--- src/rtl/inst_fetch_unit.sv ---
// rtl/inst_fetch_unit.sv - RV32I fetch stage: PC, IMEM req/ack, issue qualifier, instret, fault (option: MISALIGN_TRAP_EN)
module inst_fetch_unit #(
    parameter logic [31:0] RESET_PC       = 32'h0000_0000,
    parameter int          TIMEOUT_CYCLES = 255
) (
    input  logic        clk,
    input  logic        rst,
    input  logic        PCSel,
    input  logic [31:0] aluResult,
    input  logic        stall,
    output logic        imem_req,
    output logic [31:0] imem_addr,
    input  logic        imem_ack,
    input  logic [31:0] imem_rdata,
    output logic [31:0] inst,
    output logic [31:0] pc,
    output logic [31:0] pcPlus4,
    output logic        inst_valid,
    output logic [31:0] instret,
    output logic        fetch_fault
);

    localparam logic [31:0] NOP          = 32'h0000_0013;
    localparam logic [7:0]  TIMEOUT_LAST = 8'(TIMEOUT_CYCLES - 1);

`ifdef MISALIGN_TRAP_EN
    localparam bit TRAP_EN = 1'b1;
`else
    localparam bit TRAP_EN = 1'b0;
`endif

    typedef enum logic [1:0] {
        FETCH = 2'd0,
        ISSUE = 2'd1,
        FAULT = 2'd2
    } state_t;

    state_t      state;
    logic [7:0]  timeout_cnt;
    logic [31:0] target;
    logic        misaligned;

    assign pcPlus4   = pc + 32'd4;
    assign imem_addr = pc;
    assign imem_req  = (state == FETCH) && !rst;

    // Without the trap the low target bits are simply dropped to keep PC word aligned.
    assign target     = TRAP_EN ? aluResult : {aluResult[31:2], 2'b00};
    assign misaligned = TRAP_EN && PCSel && (aluResult[1:0] != 2'b00);

    always_ff @(posedge clk) begin
        if (rst) begin
            state       <= FETCH;
            pc          <= RESET_PC;
            inst        <= NOP;
            inst_valid  <= 1'b0;
            instret     <= 32'd0;
            fetch_fault <= 1'b0;
            timeout_cnt <= 8'd0;
        end else begin
            case (state)
                FETCH: begin
                    if (imem_ack) begin
                        inst        <= imem_rdata;
                        inst_valid  <= 1'b1;
                        timeout_cnt <= 8'd0;
                        state       <= ISSUE;
                    end else if (timeout_cnt == TIMEOUT_LAST) begin
                        timeout_cnt <= 8'd0;
                        fetch_fault <= 1'b1;
                        state       <= FAULT;
                    end else begin
                        timeout_cnt <= timeout_cnt + 8'd1;
                    end
                end
                ISSUE: begin
                    if (!stall) begin
                        inst       <= NOP;
                        inst_valid <= 1'b0;
                        if (misaligned) begin
                            fetch_fault <= 1'b1;
                            state       <= FAULT;
                        end else begin
                            pc      <= PCSel ? target : pcPlus4;
                            instret <= instret + 32'd1;
                            state   <= FETCH;
                        end
                    end
                end
                FAULT: begin
                    inst        <= NOP;
                    inst_valid  <= 1'b0;
                    fetch_fault <= 1'b1;
                end
                default: begin
                    inst        <= NOP;
                    inst_valid  <= 1'b0;
                    fetch_fault <= 1'b1;
                    state       <= FAULT;
                end
            endcase
        end
    end

endmodule
--- config.mk ---
export PLATFORM = sky130hd
export DESIGN_NAME = inst_fetch_unit
export DESIGN_NICKNAME = d
export VERILOG_FILES = /design/src/rtl/inst_fetch_unit.sv
export SDC_FILE = /design/constraint.sdc
export NUM_CORES = 1
export LEC_CHECK = 0
export CAP_MARGIN = 20
export CORE_ASPECT_RATIO = 0.5
export CORE_MARGIN = 10
export CORE_UTILIZATION = 45
export DETAILED_ROUTE_END_ITERATION = 12
export PLACE_DENSITY = 0.83
export RECOVER_POWER = 50
export SLEW_MARGIN = 20
export SYNTH_ARGS = -nofsm -noshare
export SYNTH_HDL_FRONTEND = slang
export SYNTH_SLANG_ARGS = --single-unit
--- constraint.sdc ---
create_clock -name clk -period 4.3 [get_ports clk]
set_clock_uncertainty 0.2 [all_clocks]
set_input_delay 1.075 -clock clk [delete_from_list [all_inputs] [get_ports clk]]
set_output_delay 1.075 -clock clk [all_outputs]
set_load 0.01 [all_outputs]
==> metrics.md <==
| Metric | Value |
|---|---|
| Synth Register Bits | 106 |
| Setup CP Type | register to output port |
| Initial drt markers | 310 |
| Layout area overhead | 40.7% |
| DR vias/cell | 5.41 |
| Crit path DAT | 2800 ps |
| Register area | 2120 um^2 |
| R2r startpoint | state[0] |
| Synth area leaders | dfxtp_1 37%, xnor2_1 6.8%, nor2_1 6.5% |
| Slew Limit Fails | 39 |
| Setup TNS | 0 ps |
| Reg2reg end | imem_addr[16] |
| Cells on worst reg2reg path | 5 |
| Drt total wl | 17700 um |
| Syn Inst Count | 704 |
| # hold bufs at CTS | 0 |
| Setup repair after global routing missed its margin | false |
| Via count | 5612 |
| Final setup vio count | 0 |
| CP max FO | 8 |
| Residual DRC | 0 |
| Sinks on Clock Net | 106 |
| Leakage | 2.91 nW |
| Most common cell in the netlist | dfxtp_1 |
| Mapped cell area | 5700 um^2 |
| Post_cts resized | 0 |
| Tightest Pin Transition | 1690 ps |
| Async SR Flop Fraction | 0% |
| Fmax | 246 MHz |
| Crit path required time | 3020 ps |
| CP Launch Type | register |
| Hold Path Depth | 2 |
| Grt ovf | 0 |
| Post-synth EDFFs | 0 |
| Clock slew seen by the registers of the worst setup and hold paths | 70 ps |
| Layout cells sized above 1 | 4.93% |
| R2r setup slk | 1320 ps |
| First-pass GRT wire length | 27400 um |
| FP Rows | 28 |
| Worst stage delay on the critical path | 590 ps |
| GPL Wtd Cong | 0.848 |
| Gr usage total | 18.5% |
| Num CTS Buffers | 9 |
| Clock latency on the worst-skew pair | 340 ps |
| Post-DRT Antenna Nets | 0 |
| Largest net degree at the start of global routing | 64 |
| Post CTS Setup Buffer Count | 0 |
| Failing checks | max-capacitance violations, max-slew violations |
| YS warnings | 0 |
| Netlist cell types | 60 |
| Area leader, netlist | dfxtp_1 |
| Critical Path Stages | 7 |
| Final min period | 4070 ps |
| Top cells by count, synth | 106 x dfxtp_1, 98 x nor2_1, 51 x nand2_1, 44 x xnor2_1, 42 x clkbuf_1 |
| Total power | 2.18 mW |
| Status | finished, violations left |
| Critical-path top delay cell | clkdlybuf4s50_1 |
| Worst Path Buf+Inv | 1 |
| Max_cap viols | 1 |
| Critical path's top delay family | simple AND/OR/NAND/NOR gates |
| Final period util | 94.7% |
| Longest Clk Path Bufs | 2 |
| Final Hold Fails | 0 |
| Initial antenna violation count | 1 |
| Number of fill cells | 1022 |
| Core Region | 12100 um^2 |
| Worst Hold Class | register to register |
| Root Driver | clkbuf_16 |
| Crit end category | output port |
| Sequential share of the synthesized area | 37.2% |
| Initial DRT Pass Iterations | 5 |
| Mapped Avg Cell Area | 8.09 um^2 |
| PD cells | 272 nW/um^2 |
| Die ar. | 17800 um^2 |
| CTS HTree Levels | 3 |
| Fin nets | 940 |
| Vias in the first global route | 5162 |
| Initial Util | 47.1% |
| Wirelength per Cell | 17.1 um |
| Critical Path End | pcPlus4[30] |
| Critical-path cell list | ha_1, nand3_1, or2_2, nor3_2, nand2_1, xnor2_1, clkdlybuf4s50_1 |
| Area of the multi-input gates | 3050 um^2 |
| VDD IR max | 0.216 mV |
| Synth top area share | 37.2% |
| I/O pins | 232 |
| Port bufs | 223 |
| Die width | 179 um |
| DP HPWL | 13100 um |
| Main flop type after synthesis | dfxtp_1 |
| Die span in y | 99.6 um |
| Slew headroom | -12.5% |
| TritonCTS clock tree | yes |
| CP Launch Point | imem_addr[2] |
-- logic make-up (layout without fill, tap and decap cells) --
logic type	count (synthesis)	count (layout)	share of synthesized area [%]
AND/OR/NAND/NOR	296	296	27.7
adder cells (fa/ha/maj)	4	4	0.878
multiplexers	6	6	1.05
buffers and inverters	100	263	9.20
other	1	7	0.0658
flip-flops	106	106	37.2
XOR/XNOR	55	55	8.45
AO/OA/AOI/OAI	136	136	15.4
-- metal layers --
layer  global-route usage [%]  part of all wire (%)  vias up
met5                        0                     0        -
met4                     3.88                  0.77        0
met3                     4.53                   7.5       12
met2                     34.1                    52      179
met1                     21.2                    40     2657
li1                         -                     -     2764
-- power by group --
| part | total [mW] | leakage [nW] | switching, mW | internal, mW |
|---|---|---|---|---|
| Sequential | 1.04 | 0.861 | 0.0333 | 1.01 |
| Clock | 0.807 | 0.142 | 0.387 | 0.421 |
| Combinational | 0.328 | 1.91 | 0.152 | 0.176 |
-- sequential cells by signal, summed over array words and instances, names as in the netlist --
signal,flops
inst,32
state,2
inst_valid,1
fetch_fault,1
instret,32
imem_addr,30
timeout_cnt,8
-- tightest hold or removal path: stages (launching register included) --
cell	delay [ps]
dfxtp_1	320
inv_1	50
a21oi_1	50
-- placed cells by master (no fill, tap or decap), drive strengths merged, types with 4 or more instances in the layout --
cell / synthesis / final
buf: 43 / 9
and3: 9 / 9
nand2b: 8 / 8
inv: 14 / 18
a21oi: 33 / 33
nand2: 51 / 51
nor2: 98 / 98
xor2: 11 / 11
nand3b: 9 / 9
a22oi: 36 / 36
nand4: 18 / 18
o21ai: 25 / 25
nor4: 14 / 14
clkdlybuf4s50: 0 / 155
conb: 1 / 6
mux2i: 6 / 6
or3: 6 / 6
ha: 4 / 4
dfxtp: 106 / 106
nor3b: 8 / 8
a31oi: 14 / 14
nor3: 27 / 27
dlygate4sd3: 0 / 66
xnor2: 44 / 44
or2: 4 / 4
nand3: 25 / 25
o41ai: 4 / 4
or4: 6 / 6
clkbuf: 43 / 13
-- how the worst min path moves through the flow --
stage | startpoint | endpoint | slack (ps)
2_1_floorplan | timeout_cnt[7] | timeout_cnt[7] | 260
3_3_place_gp | fetch_fault | fetch_fault | 260
3_5_place_dp | fetch_fault | fetch_fault | 260
4_1_cts | fetch_fault | fetch_fault | 280
5_1_grt | fetch_fault | fetch_fault | 300
6_report | fetch_fault | fetch_fault | 260
-- area by class of cell --
| cell class | count | share of cell area, % |
|---|---|---|
| Timing Repair Buffer | 233 | 28.6 |
| Clock buffer | 10 | 2.98 |
| Multi-Input combinational cell | 503 | 38.1 |
| Antenna cell | 1 | 0.0312 |
| Inverter | 14 | 0.656 |
| Sequential cell | 106 | 26.5 |
| Clock inverter | 6 | 0.671 |
| Tap cell | 165 | 2.58 |
-- per-stage QoR --
step / std cells / setup slack, ps / cell area [um^2] / utilization [%] / hold WS (ps)
after CTS: 1037 / 124 / 8050 / 66.6 / 276
final: 1038 / 229 / 8020 / 66.3 / 263
after detailed placement: 1021 / 502 / 7760 / 64.2 / 261
after global routing: 1038 / 48.5 / 8020 / 66.3 / 304
after floorplan: 709 / 1090 / 5720 / - / 263
after global placement: 1021 / 497 / 7760 / 64.2 / 260
No activity file was read; power rests on OpenSTA's default activity.
